File: src/rtl/key_debouncer.sv
// Input-conditioning stage for the safe-cracking FSM: synchronises and debounces four
// active-low push-buttons and the programming switch, and derives press pulses and flags.
module key_debouncer #(
    parameter int CLOCK_HZ    = 50_000_000,
    parameter int DEBOUNCE_MS = 10
) (
    input  logic       clk,
    input  logic       rst_n,
    input  logic [3:0] KEY_n,
    input  logic       sw_raw,
    output logic [3:0] KEY_n_db,
    output logic       sw_db,
    output logic [3:0] key_press,
    output logic       key_valid,
    output logic [1:0] key_code,
    output logic       multi_press
);

    localparam int DB_CYCLES = CLOCK_HZ / 1000 * DEBOUNCE_MS;
    localparam int CNT_W     = $clog2(DB_CYCLES + 1);
    localparam int NCH       = 5;
    localparam int SW_CH     = 4;
    localparam logic [CNT_W-1:0] CNT_LAST = CNT_W'(DB_CYCLES - 1);

    // Channels 0..3 are the keys (inverted to active-high), channel 4 is the switch.
    logic [NCH-1:0]   raw_in;
    logic [NCH-1:0]   sync1_q, sync1_d;
    logic [NCH-1:0]   sync2_q, sync2_d;
    logic [NCH-1:0]   st_q, st_d;
    logic [CNT_W-1:0] cnt_q [NCH];
    logic [CNT_W-1:0] cnt_d [NCH];

    logic [3:0] key_press_q, key_press_d;
    logic       key_valid_q, key_valid_d;
    logic [1:0] key_code_q, key_code_d;
    logic       multi_press_q, multi_press_d;
    logic [2:0] pressed_cnt;

    assign raw_in = {sw_raw, ~KEY_n};

    always_comb begin
        // NOTE: every combinationally assigned signal gets a default first, so no path infers a latch.
        sync1_d = raw_in;
        sync2_d = sync1_q;
        st_d    = st_q;
        for (int i = 0; i < NCH; i++) begin
            cnt_d[i] = '0;
            if (sync2_q[i] != st_q[i]) begin
                if (cnt_q[i] == CNT_LAST) begin
                    st_d[i] = sync2_q[i];
                end else begin
                    cnt_d[i] = cnt_q[i] + 1'b1;
                end
            end
        end
    end

    // Pulses and flags are taken from the next stable value so they align with the level change.
    always_comb begin
        key_press_d = st_d[3:0] & ~st_q[3:0];
        key_valid_d = |key_press_d;
        key_code_d  = '0;
        for (int i = 3; i >= 0; i--) begin
            if (key_press_d[i]) begin
                key_code_d = 2'(i);
            end
        end
        pressed_cnt = '0;
        for (int i = 0; i < 4; i++) begin
            pressed_cnt = pressed_cnt + 3'(st_d[i]);
        end
        multi_press_d = (pressed_cnt >= 3'd2);
    end

    // NOTE: state flops use non-blocking assignments so every register samples pre-edge values.
    always_ff @(posedge clk or negedge rst_n) begin
        if (!rst_n) begin
            sync1_q       <= '0;
            sync2_q       <= '0;
            st_q          <= '0;
            key_press_q   <= '0;
            key_valid_q   <= 1'b0;
            key_code_q    <= '0;
            multi_press_q <= 1'b0;
            for (int i = 0; i < NCH; i++) begin
                cnt_q[i] <= '0;
            end
        end else begin
            sync1_q       <= sync1_d;
            sync2_q       <= sync2_d;
            st_q          <= st_d;
            key_press_q   <= key_press_d;
            key_valid_q   <= key_valid_d;
            key_code_q    <= key_code_d;
            multi_press_q <= multi_press_d;
            for (int i = 0; i < NCH; i++) begin
                cnt_q[i] <= cnt_d[i];
            end
        end
    end

    assign KEY_n_db    = ~st_q[3:0];
    assign sw_db       = st_q[SW_CH];
    assign key_press   = key_press_q;
    assign key_valid   = key_valid_q;
    assign key_code    = key_code_q;
    assign multi_press = multi_press_q;

endmodule

File: config.mk
export PLATFORM = sky130hd
export DESIGN_NAME = key_debouncer
export DESIGN_NICKNAME = d
export VERILOG_FILES = /design/src/rtl/key_debouncer.sv
export SDC_FILE = /design/constraint.sdc
export NUM_CORES = 1
export LEC_CHECK = 0
export ABC_AREA = 1
export CAP_MARGIN = 20
export CORE_MARGIN = 1.5
export CORE_UTILIZATION = 56
export DETAILED_ROUTE_END_ITERATION = 10
export GPL_TIMING_DRIVEN = 0
export PLACE_DENSITY = 0.81
export SKIP_CTS_REPAIR_TIMING = 1
export SLEW_MARGIN = 20
export SYNTH_ARGS = -nofsm -noshare
export SYNTH_HDL_FRONTEND = slang
export SYNTH_SLANG_ARGS = --single-unit
File: constraint.sdc
create_clock -name clk -period 5.5 [get_ports clk]
set_input_delay 0.55 -clock clk [delete_from_list [all_inputs] [get_ports clk]]
set_output_delay 0.55 -clock clk [all_outputs]
set_load 0.02 [all_outputs]
==> flow_summary.json, run 1 <==
{
  "status": "finished clean",
  "ys_seq_area_share_pct": 47.6,
  "placementRows": 38,
  "synth_edf_count": 0,
  "wirelength_um": 12700,
  "dieWidth_um": 108,
  "critical_path_class": "reg -> out",
  "ant_nets": 0,
  "powerDensity_nw_per_um2": 290,
  "fmax_ghz": 0.448,
  "root_buffer": "clkbuf_8",
  "via_per_inst": 5.28,
  "route.detailed.wl_per_inst_um": 13.1,
  "combPwrFrac_pct": 2.9,
  "syn_to_final_growth_pct": 16.5,
  "p_sw_w": 0.000458,
  "clk_latency_ns": 0.53,
  "core_area_um2": 10800,
  "finalSetupViolations": 0,
  "grt_pass1_wl_um": 21600,
  "relSlewSlack_pct": 66.8,
  "drt_iter0_drc": 339,
  "drc_errors": 0,
  "cap_violations": 0,
  "drive_above_1_share_pct": 10.5,
  "hold_violations": 0,
  "cp.arrival_ns": 1.68,
  "yosysWarnings": 0,
  "p_seq_share_pct": 42.5,
  "synth_compound_area_share_pct": 3.63,
  "setup-tns-final_ns": 0,
  "crit_start": "st_q[2]$_DFF_PN0_",
  "fillers": 879,
  "rsz0062_at_grt": "no",
  "worstMarginPinSlew_ns": 0.498,
  "synth_mux_area_share_pct": 0,
  "reg2reg_slack_ns": 3.35,
  "slowest_delay_ns": 0.62,
  "antenna_found_initial": 0,
  "vias": 5100,
  "overflow": 0,
  "cts_sinks": 118,
  "syn_inst": 772,
  "syn_area_per_cell_um2": 8.03,
  "endpoint_kind": "output port",
  "cts_buffers": 17,
  "seq_area_um2": 2950,
  "antenna_cells": 0,
  "p_int_w": 0.00164,
  "total_power_w": 0.00209,
  "grt_pass1_vias": 4763,
  "hold_class": "reg -> reg",
  "synthAdderAreaFrac_pct": 1.33,
  "multi_input_area_um2": 2850,
  "finalWeightedCongestion": 0.921,
  "timing.rr.end": "multi_press$_DFF_PN0_",
  "cts_tree": "built",
  "cp-start-kind": "register",
  "cts_buffer_depth": 2,
  "async_flop_share_pct": 100,
  "grt_max_degree": 70,
  "grt_util_all_layers_pct": 23.6,
  "hp-start": "sync1_q[3]$_DFF_PN0_",
  "skew_ns": 0.00859,
  "fin_cells": 965,
  "io_buffers": 19,
  "path_depth": 2,
  "die_area_um2": 11700,
  "maxSlewViolCount": 0,
  "crit_buf_inv": 2,
  "synth_area_um2": 6200,
  "cp_max_fo": 4,
  "synth_seq_cells": 118,
  "layout_min_cycle_time_ns": 2.23,
  "vdd_drop_max_mv": 0.254,
  "slowest_stage": "clkdlybuf4s50_1",
  "finalCritPeriodShare_pct": 40.6,
  "initial_core_util_pct": 57.4,
  "dp_hpwl_um": 8940,
  "yosysUniqueCellTypes": 36,
  "cp_top_family": "buffers and inverters",
  "synth-xor-area-share_pct": 5.94,
  "hold_end": "sync2_q[3]$_DFF_PN0_",
  "synth_top_family_by_area": "simple AND/OR/NAND/NOR gates",
  "clkPwrFrac_pct": 54.5,
  "synthSimpleGateAreaFrac_pct": 35.1,
  "cp.required_ns": 4.95,
  "h-tree-depth": 4,
  "nets": 825,
  "synth_ff_type": "dfrtp_1",
  "reg2reg_from": "cnt_q[57]$_DFF_PN0_",
  "switching_share_pct": 21.8,
  "path_clk_slew_ns": 0.06,
  "p_leak_nw": 3.08,
  "hold_path_depth": 0,
  "die_h_um": 108,
  "ios": 20,
  "worstPathCellList": "inv_1 > clkdlybuf4s50_1",
  "worstRegToRegCells": 9,
  "syn_nets": 785,
  "place_inst": 932,
  "dr.pass1.iters": 5
}
==> stage by stage <==
step	cell area (µm²)	setup WS, ns	hold WS, ns	utilization [%]
3_3_place_gp	6560	-0.487	0.334	60.8
3_5_place_dp	6590	3.34	0.335	61.1
4_1_cts	7210	3.24	-0.0448	66.8
6_report	7220	3.27	0.346	66.9
5_1_grt	7220	3.15	0.348	66.9
2_1_floorplan	6200	3.61	0.254	-
==> cells in the mapped netlist, types with 2 or more instances <==
cell type | number | area [µm²]
a211oi_1 | 3 | 22.5
a21oi_1 | 21 | 105
a31oi_1 | 2 | 12.5
and3_1 | 3 | 18.8
dfrtp_1 | 118 | 2950
ha_1 | 5 | 62.6
inv_1 | 95 | 357
inv_2 | 7 | 26.3
nand2_1 | 144 | 541
nand2_2 | 6 | 37.5
nand2_4 | 2 | 22.5
nand3_1 | 43 | 215
nand3_2 | 6 | 60.1
nand3b_1 | 2 | 15.0
nand4_1 | 29 | 181
nor2_1 | 149 | 559
nor2_2 | 14 | 87.6
nor2_4 | 7 | 78.8
nor3_1 | 45 | 225
nor3_2 | 3 | 30.0
nor3_4 | 2 | 32.5
nor3b_1 | 4 | 30.0
o21ai_0 | 8 | 40.0
o21ai_2 | 2 | 17.5
xnor2_1 | 5 | 43.8
xor2_1 | 37 | 324
==> flip-flops by register name, indices dropped and copies added, names as in the netlist <==
name / flops
st_q: 5
multi_press: 1
sync1_q: 5
key_code: 2
cnt_q: 95
sync2_q: 5
key_press: 4
key_valid: 1
==> layer usage <==
| metal | GRT usage, % | up-vias | routed length (µm) | part of all wire [%] |
|---|---|---|---|---|
| met2 | 36.7 | 135 | 5950 | 47 |
| met5 | 0 | - | 0 | 0 |
| met3 | 6.03 | 15 | 622 | 4.9 |
| li1 | - | 2553 | - | - |
| met4 | 9.21 | 0 | 158 | 1.2 |
| met1 | 31.8 | 2397 | 5950 | 47 |
==> cell usage in the layout (no fill, tap or decap), types with 4 or more instances in the layout <==
| master | Yosys | final |
|---|---|---|
| nor2_1 | 149 | 149 |
| nand2_1 | 144 | 144 |
| dfrtp_1 | 118 | 118 |
| inv_1 | 95 | 95 |
| nor3_1 | 45 | 45 |
| nand3_1 | 43 | 43 |
| xor2_1 | 37 | 37 |
| nand4_1 | 29 | 29 |
| a21oi_1 | 21 | 21 |
| clkdlybuf4s50_1 | 0 | 18 |
| clkbuf_16 | 0 | 16 |
| nor2_2 | 14 | 14 |
| o21ai_0 | 8 | 8 |
| inv_2 | 7 | 7 |
| nor2_4 | 7 | 7 |
| nand2_2 | 6 | 6 |
| nand3_2 | 6 | 6 |
| xnor2_1 | 5 | 5 |
| ha_1 | 5 | 5 |
| nor3b_1 | 4 | 4 |
| bufinv_16 | 0 | 4 |
==> worst max-delay path by stage <==
stage | slack [ns] | endpoint
final | 3.27 | KEY_n_db[2]
after global routing | 3.15 | multi_press$_DFF_PN0_
after detailed placement | 3.34 | multi_press$_DFF_PN0_
after global placement | -0.49 | cnt_q[0]$_DFF_PN0_
after CTS | 3.24 | KEY_n_db[3]
after floorplan | 3.61 | multi_press$_DFF_PN0_
==> worst reg2reg max path: cells and delay by family (launching register included) <==
| kind | cells | cell delay (ns) |
|---|---|---|
| flops | 1 | 0.36 |
| fa+ha+maj | 2 | 0.70 |
| compound gates | 2 | 0.33 |
| simple gates | 5 | 0.65 |
==> power by group through the flow <==
stage | logic (W) | clock network [W] | registers, W
after floorplan | 0.0000299 | 0 | 0.000904
after global placement | 0.0000582 | 0 | 0.000906
after detailed placement | 0.0000622 | 0 | 0.000906
after CTS | 0.0000624 | 0.00116 | 0.000891
after global routing | 0.0000724 | 0.00121 | 0.000892
final | 0.0000612 | 0.00114 | 0.000891
==> cell families after synthesis <==
group,after synthesis
AND/OR/NAND/NOR,462
flip-flops,118
buffers and inverters,104
XOR/XNOR,42
AO/OA/AOI/OAI,40
adder cells (fa/ha/maj),6
==> layout make-up <==
type	count	area share, %
clock inverters	15	2.79
flip-flops and latches	118	40.9
plain buffers	1	0.0693
repair buffers	21	3.17
well taps	140	2.43
multi-input cells	550	39.5
clock buffers	17	5.74
inverters	103	5.36
Note: power is estimated with default switching activity, not from simulation.
==> inputs of run 2 (changes only) <==
==> constraint.sdc (replaced) <==
create_clock -name clk -period 2.2 [get_ports clk]
set_input_delay 0.22 -clock clk [delete_from_list [all_inputs] [get_ports clk]]
set_output_delay 0.22 -clock clk [all_outputs]
set_load 0.02 [all_outputs]
==> run 2 against run 1 <==
- die area unchanged
- total power grew 150%
- design area rose by 0.28%
- via count increased by 0.41%
- critical path type is now reg -> reg
- first-iteration DRC count up 19%
- critical endpoint is now multi_press$_DFF_PN0_
==> flow_summary.json, run 2 (same netlist as run 1, synthesis figures left out) <==
{
  "hold_violations": 0,
  "finalInstanceArea_um2": 7240,
  "path_clk_slew_ns": 0.06,
  "critical_path_class": "reg -> reg",
  "p_sw_w": 0.00114,
  "via_per_inst": 5.30,
  "cts_sinks": 118,
  "antenna_cells": 0,
  "mostFrequentLayoutCells": "148 x nor2_1, 144 x nand2_1, 118 x dfrtp_1, 95 x inv_1, 45 x nor3_1",
  "cp_max_fo": 4,
  "grt_pass1_wl_um": 21600,
  "layout_min_cycle_time_ns": 2.08,
  "hp-start": "sw_raw",
  "core_area_um2": 10800,
  "hold_path_depth": 1,
  "fin_ws_ns": 0.121,
  "grt_util_all_layers_pct": 23.6,
  "dp_hpwl_um": 8940,
  "status": "finished clean",
  "finalSetupViolations": 0,
  "dr.pass1.iters": 5,
  "vdd_drop_max_mv": 0.634,
  "drc_errors": 0,
  "largest_register_ffs": 95,
  "fmax_ghz": 0.481,
  "cp-start-kind": "register",
  "largest-register": "cnt_q",
  "p_seq_share_pct": 42.6,
  "die_h_um": 108,
  "cts_buffers": 17,
  "skew_ns": 0.00839,
  "place_ws_ns": 0.0405,
  "endpoint_kind": "register",
  "finalCritPeriodShare_pct": 94.5,
  "combPwrFrac_pct": 2.9,
  "grt_pass1_vias": 4763,
  "reg2reg_slack_ns": 0.12,
  "final_common_cell": "nor2_1",
  "p_leak_nw": 3.08,
  "dieWidth_um": 108,
  "nets": 826,
  "hold_end": "sync1_q[4]$_DFF_PN0_",
  "wirelength_um": 12700,
  "switching_share_pct": 21.8,
  "clk_latency_ns": 0.53,
  "worstMarginPinSlew_ns": 0.493,
  "io_buffers": 19,
  "grt_max_degree": 70,
  "p_int_w": 0.00409,
  "timing.rr.end": "multi_press$_DFF_PN0_",
  "ant_nets": 0,
  "syn_to_final_growth_pct": 16.8,
  "die_area_um2": 11700,
  "powerDensity_nw_per_um2": 723,
  "route.detailed.wl_per_inst_um": 13.2,
  "hold_class": "in -> reg",
  "worstRegToRegCells": 9,
  "vias": 5121,
  "placementRows": 38,
  "finalCoreUtilization_pct": 67.1,
  "relSlewSlack_pct": 67.1,
  "antenna_found_initial": 0,
  "rsz0062_at_grt": "no",
  "drive_above_1_share_pct": 11.1,
  "fillers": 874,
  "reg2reg_from": "cnt_q[57]$_DFF_PN0_",
  "overflow": 0,
  "ios": 20,
  "clkPwrFrac_pct": 54.5,
  "drt_iter0_drc": 404,
  "h-tree-depth": 4,
  "initial_core_util_pct": 57.4,
  "maxSlewViolCount": 0,
  "cts_tree": "built",
  "cap_violations": 0,
  "cp.arrival_ns": 2.50,
  "cts_buffer_depth": 2,
  "place_area_um2": 6590,
  "cp.required_ns": 2.62,
  "root_buffer": "clkbuf_8",
  "holdWs_ns": 0.165,
  "finalWeightedCongestion": 0.921
}
## run 2: cell count changes in the layout (fill, tap and decap cells not counted), sizes merged
| cell | delta |
|---|---|
| buf | +1 |
## run 2: worst max-delay path, stage by stage (launching register included)
cell and delay, ns:
dfrtp_1 0.36, ha_2 0.21, nand2_1 0.12, nor2_4 0.14, nand3_1 0.14, nor2_2 0.18, buf_4 0.13, o21ai_2 0.06
fa_1 0.44, a21o_1 0.18
## run 2: final cells by class
| cell class | count | area (µm²) | area share (%) |
|---|---|---|---|
| clock buffer | 17 | 414 | 5.72 |
| sequential | 118 | 2950 | 40.8 |
| tap | 140 | 175 | 2.42 |
| multi-input combinational | 550 | 2870 | 39.6 |
| buffer | 1 | 5.00 | 0.0692 |
| timing repair buffer | 22 | 236 | 3.27 |
| clock inverter | 15 | 201 | 2.78 |
| inverter | 103 | 387 | 5.34 |
## run 2: how the worst max path moves through the flow
stage                             start                    end  cells after the start
global route        cnt_q[57]$_DFF_PN0_  multi_press$_DFF_PN0_                      9
CTS                 cnt_q[57]$_DFF_PN0_  multi_press$_DFF_PN0_                      9
detailed placement  cnt_q[57]$_DFF_PN0_  multi_press$_DFF_PN0_                      9
finish              cnt_q[57]$_DFF_PN0_  multi_press$_DFF_PN0_                      9
floorplan           cnt_q[57]$_DFF_PN0_  multi_press$_DFF_PN0_                      9
global placement                  rst_n     cnt_q[0]$_DFF_PN0_                      1
## run 2: per-layer routing
metal,track usage [%],up-vias,routed length (µm)
li1,-,2555,-
met1,31.8,2418,5990
met2,36.7,134,5980
met3,6.03,14,622
met4,9.21,0,133
met5,0,-,0
## run 2: through the flow
step	cells	power, W	TNS, ns
after floorplan	772	0.00234	0
after global placement	931	0.00241	-407.00
after detailed placement	932	0.00242	0
after CTS	964	0.00529	0
after global routing	966	0.00543	0
final	966	0.00523	0
## run 2: power by group through the flow
stage / sequential (W) / combinational, W / clock [W]
final: 0.00223 / 0.000154 / 0.00285
after CTS: 0.00223 / 0.000156 / 0.00291
after global placement: 0.00226 / 0.000146 / 0
after floorplan: 0.00226 / 0.0000746 / 0
after detailed placement: 0.00227 / 0.000155 / 0
after global routing: 0.00223 / 0.000182 / 0.00302
==> inputs of run 3 (changes only) <==
--- a/config.mk
+++ b/config.mk
@@ -7,11 +7,13 @@
 export LEC_CHECK = 0
 export ABC_AREA = 1
 export CAP_MARGIN = 20
+export CELL_PAD_IN_SITES_DETAIL_PLACEMENT = 0
+export CELL_PAD_IN_SITES_GLOBAL_PLACEMENT = 1
 export CORE_MARGIN = 1.5
-export CORE_UTILIZATION = 56
+export CORE_UTILIZATION = 47
 export DETAILED_ROUTE_END_ITERATION = 10
 export GPL_TIMING_DRIVEN = 0
-export PLACE_DENSITY = 0.81
+export PLACE_DENSITY = 0.87
 export SKIP_CTS_REPAIR_TIMING = 1
 export SLEW_MARGIN = 20
 export SYNTH_ARGS = -nofsm -noshare
==> run 3 against run 2 <==
- total power grew 2.5%
- sequential share of layout area fell by 0.47 points
- clock skew shrank 0.00086 ns
- combinational power rose by 3%
- via count decreased by 1.7%
- worst setup slack improved by 0.021 ns
- wire length up 2.4%
- die area grew 19%
- register-to-register slack better by 0.02 ns
- non-clock buffer count is the same
- maximum frequency is 1.0% higher
- worst hold slack improved by 0.083 ns
- critical path type unchanged
==> flow_summary.json, run 3 (same netlist as run 1, synthesis figures left out) <==
{
  "status": "finished clean",
  "wl_met3_um": 467,
  "critical_path_class": "reg -> reg",
  "via_per_inst": 5.05,
  "ant_nets": 0,
  "p_leak_nw": 3.12,
  "cp-start-kind": "register",
  "syn_to_final_growth_pct": 18.2,
  "dp_hpwl_um": 9300,
  "fmax_ghz": 0.486,
  "p_int_w": 0.00429,
  "worstMarginPinSlew_ns": 0.556,
  "powerDensity_nw_per_um2": 733,
  "hold_violations": 0,
  "io_buffers": 19,
  "cts_buffers": 17,
  "finalSetupViolations": 0,
  "p_sw_w": 0.00108,
  "crit_start": "cnt_q[57]$_DFF_PN0_",
  "wirelength_um": 13000,
  "layout_min_cycle_time_ns": 2.06,
  "largest-register": "cnt_q",
  "dr.max_layer_used": "met4",
  "cts_buffer_depth": 2,
  "dr.pass1.iters": 4,
  "reg2reg_slack_ns": 0.14,
  "finalCritPeriodShare_pct": 93.6,
  "largest_register_ffs": 95,
  "h-tree-depth": 4,
  "clkPwrFrac_pct": 55.5,
  "cts_tree": "built",
  "p_seq_share_pct": 41.6,
  "cp_max_fo": 4,
  "die_h_um": 118,
  "cap_violations": 0,
  "initial_core_util_pct": 48.7,
  "combPwrFrac_pct": 2.9,
  "reg2reg_from": "cnt_q[57]$_DFF_PN0_",
  "final_common_cell": "nor2_1",
  "ios": 20,
  "grt_pass1_vias": 4916,
  "nets": 826,
  "setup-tns-final_ns": 0,
  "endpoint_kind": "register",
  "wl_met1_um": 6280,
  "maxSlewViolCount": 0,
  "skew_ns": 0.00753,
  "vdd_drop_max_mv": 0.582,
  "relSlewSlack_pct": 63.0,
  "dr_wl_met2_um": 6130,
  "mostFrequentLayoutCells": "148 x nor2_1, 143 x nand2_1, 118 x dfrtp_1, 95 x inv_1, 44 x nor3_1",
  "cp.required_ns": 2.51,
  "overflow": 0,
  "grt_util_all_layers_pct": 19.9,
  "root_buffer": "clkbuf_16",
  "antenna_found_initial": 0,
  "finalCoreUtilization_pct": 57.6,
  "drt_iter0_drc": 373,
  "cp.arrival_ns": 2.36,
  "placementRows": 41,
  "hp-start": "sw_raw",
  "clk_latency_ns": 0.41,
  "drive_above_1_share_pct": 11.3,
  "drc_errors": 0,
  "switching_share_pct": 20.1,
  "core_area_um2": 12700,
  "die_area_um2": 13900,
  "hold_class": "in -> reg",
  "cts_sinks": 118,
  "antenna_cells": 0,
  "dieWidth_um": 118,
  "grt_max_degree": 61,
  "grt_pass1_wl_um": 22600,
  "finalWeightedCongestion": 0.893,
  "vias": 5035,
  "route.detailed.wl_per_inst_um": 13.1,
  "path_clk_slew_ns": 0.06
}
==> run 3: final timing paths <==
check	end	cells past startpoint
max reg2reg	multi_press$_DFF_PN0_	9
min in group asynchronous	cnt_q[60]$_DFF_PN0_	2
max	multi_press$_DFF_PN0_	9
min	sync1_q[4]$_DFF_PN0_	1
min reg2reg	sync2_q[4]$_DFF_PN0_	0
max in group asynchronous	cnt_q[26]$_DFF_PN0_	3
==> run 3: per-stage QoR <==
step	cells	instance area [µm²]	worst slack, ns	hold WS, ns	total power [W]
floorplan	772	6200	0.306	-0.0756	0.00234
global placement	963	6600	-3.60	0.334	0.00241
detailed placement	964	6630	-0.0136	0.238	0.00242
CTS	996	7270	-0.0362	-0.200	0.00542
global route	998	7320	-0.0105	0.242	0.00555
finish	998	7320	0.141	0.248	0.00536
==> run 3: final cells by class <==
cell class,count,area [µm²]
sequential,118,2950
clock buffer,23,498
inverter,103,387
fill,1153,5400
clock inverter,9,145
buffer,1,5.00
multi-input combinational,550,2880
timing repair buffer,22,236
tap,172,215
==> run 3: critical path, cell delays in order (launching register included) <==
cell and delay (ns):
dfrtp_1 0.40, ha_4 0.18, nand2_2 0.09, nor2_4 0.14, nand3_1 0.13, nor2_2 0.19
nand2_1 0.08, o21ai_2 0.10, fa_1 0.45, a21o_1 0.19
==> run 3: routing by layer <==
| layer | up-vias | GRT usage, % |
|---|---|---|
| met5 | - | 0 |
| met4 | 0 | 6.40 |
| met3 | 14 | 5.52 |
| met2 | 89 | 32.0 |
| met1 | 2375 | 26.2 |
| li1 | 2557 | - |
==> run 3: power groups by stage <==
stage | Sequential [W] | Combinational [W] | Clock (W)
6_report | 0.00223 | 0.000158 | 0.00298
5_1_grt | 0.00223 | 0.000184 | 0.00313
4_1_cts | 0.00223 | 0.000159 | 0.00303
3_5_place_dp | 0.00227 | 0.000159 | 0
3_3_place_gp | 0.00226 | 0.000148 | 0
2_1_floorplan | 0.00226 | 0.0000746 | 0
==> RTL change (settings of run 3) <==
Register the inputs `KEY_n` and `sw_raw` before use, cleared by the reset. The logic sees them one clock later.
--- a/src/rtl/key_debouncer.sv
+++ b/src/rtl/key_debouncer.sv
@@ -24,2 +24,15 @@
 
+    logic [3:0] KEY_n_q;
+    logic sw_raw_q;
+
+    always_ff @(posedge clk or negedge rst_n) begin
+        if (!rst_n) begin
+            KEY_n_q  <= '0;
+            sw_raw_q <= '0;
+        end else begin
+            KEY_n_q  <= KEY_n;
+            sw_raw_q <= sw_raw;
+        end
+    end
+
     // Channels 0..3 are the keys (inverted to active-high), channel 4 is the switch.
@@ -38,3 +51,3 @@
 
-    assign raw_in = {sw_raw, ~KEY_n};
+    assign raw_in = {sw_raw_q, ~KEY_n_q};
 
Check against the original RTL: same outputs for any inputs over 10 cycles, from zero or initial values and one cycle with rst_n low; that may be too few to reach the edited logic, so the function may still have changed.
==> RTL change against run 3 <==
- sequential cell count up 5
- routed wire length increased by 1.1%
- highest routed layer unchanged
- sequential share of layout area grew 0.99 points
- area after synthesis grew 3.1%
- largest cell class unchanged
- cell area is 1.7% higher
- setup slack lost 0.018 ns
- first-iteration DRC count shrank 26%
- sequential power grew 4%
- total power decreased by 4.7%
==> RTL change: results (changes against run 3) <==
- Via-per-instance ratio: 5.08 (+0.63%)
- Slew @ Worst Pin: 0.529 ns (-0.0266 ns)
- Reg2reg start: cnt_q[57]
- GPL Wtd Cong: 0.867 (-2.9%)
- Initial antenna violation count: 0 (unchanged)
- FFs w/ async S/R, synth: 100% (unchanged)
- Post-synthesis mux area share: 0% (unchanged)
- Root Driver: clkbuf_16
- Inst Count DP: 993 (+3.0%)
- Mean Syn Cell Area: 8.01 sq um (-0.16%)
- DRT Pass-1 Iters: 4 (unchanged)
- Leakage dissipation: 3.16 nW (+1.2%)
- Non-Filler Instances: 1,027 (+2.9%)
- DR iter-0 viols: 276 (-26%)
- Netlist cell types: 34 (-5.6%)
- # diodes: 0 (unchanged)
- Port-buffer cells: 19 (unchanged)
- Clk_skew: 0.00564 ns (-0.00189 ns)
- Htree depth: 4 (unchanged)
- Max clock buf depth: 2 (unchanged)
- Post-Synth XOR/XNOR Area: 5.07% (-0.86 points)
- CTS buffer count: 17 (unchanged)
- # nets final: 852 (+3.1%)
- First-pass GRT wire length: 23,100 um (+2.1%)
- Wire length per cell: 12.8 um (-1.8%)
- Crit Path Category: flop to flop
- Critical path peak fanout: 5 (+1)
- Adder-Cell Fraction of Synth Area: 1.29% (-0.040 points)
- Worst-Skew Late Latency: 0.41 ns (about the same)
- Vias in the first global route: 5,189 (+5.6%)
- Primary FF master, synth: dfrtp_1
- EDFF count, synth: 0 (unchanged)
- Max reg flops: 95 (unchanged)
- Status: finished, final reports clean
- Worst vdd ir: 0.000553 V (-4.9%)
- Top cells by count, synth: nor2_1 (142), nand2_1 (141), dfrtp_1 (123), inv_1 (102), nand3_1 (52)
- Synth warn: 0 (unchanged)
- DP Wirelength: 9570 um (+2.9%)
- Most flops, register: cnt_q
- Tightest Hold Check Type: primary input to flop
- Placed Area: 0.00683 sq mm (+2.9%)
- DP Worst Slack: -0.0693 ns (-0.0556 ns)
- Register area share after synthesis: 48.2% (+0.54 points)
- Clk slew on worst S/H paths: 0.06 ns (about the same)
- Ranking of synthesized cells by area: dfrtp_1 (48%), nor2_1 (8.3%), nand2_1 (8.3%)
- Post-synth net total: 810 (+3.2%)
- Total Routing Usage GR: 20.1% (+0.23 points)
- HP Start: KEY_n[1]
- Synth Area in Compound Gates: 3.57% (-0.069 points)
- Share of cells above drive strength 1: 11.4% (+0.14 points)
- Worst EP arrival: 2.38 ns (+0.02 ns)
- Pin count of the biggest net entering global routing: 69 (+13%)
==> RTL change: logic make-up (layout without fill, tap and decap cells) <==
logic type | Yosys count | after routing
compound gates | 42 | 42
xor+xnor | 37 | 37
flops | 123 | 123
simple gates | 472 | 472
buf+inv | 117 | 171
fa+ha+maj | 6 | 6
==> RTL change: cell type report <==
type / count / area, sq um
multi-input combinational: 557 / 2900
sequential: 123 / 3080
buffer: 2 / 11.3
timing repair buffer: 23 / 244
fill: 1243 / 5790
clock buffer: 21 / 470
clock inverter: 10 / 92.6
inverter: 115 / 432
tap: 176 / 220
==> RTL change: worst paths after layout <==
kind	depth (start not counted)	slack, ns	endpoint
worst max-delay path	9	0.12	multi_press
worst min-delay path	1	0.24	KEY_n_q[1]
worst max register to register	9	0.12	multi_press
worst min register to register	0	0.35	sync2_q[1]
max in group asynchronous	3	1.16	cnt_q[94]
min in group asynchronous	2	0.34	cnt_q[49]
==> RTL change: where the power goes <==
group          switching (mW)  internal (mW)
Sequential             0.0292           2.30
Clock                   0.990           1.63
Combinational           0.112         0.0487
Total                    1.13           3.98
==> RTL change: critical path: stages (launching register included) <==
cell and delay [ns]:
dfrtp_1 0.40, ha_4 0.18, nand2_1 0.11, nor2_4 0.14, nand3_1 0.14, nor2_4 0.17
nand2_1 0.08, o21ai_2 0.09, fa_1 0.45, a21o_1 0.19
==> RTL change: routing by layer <==
metal | track usage [%] | share of wire [%] | up-vias
met1 | 25.4 | 46 | 2453
met5 | 0 | 0 | -
li1 | - | - | 2658
met4 | 6.85 | 1.2 | 0
met2 | 33.1 | 48 | 87
met3 | 5.99 | 4.6 | 16
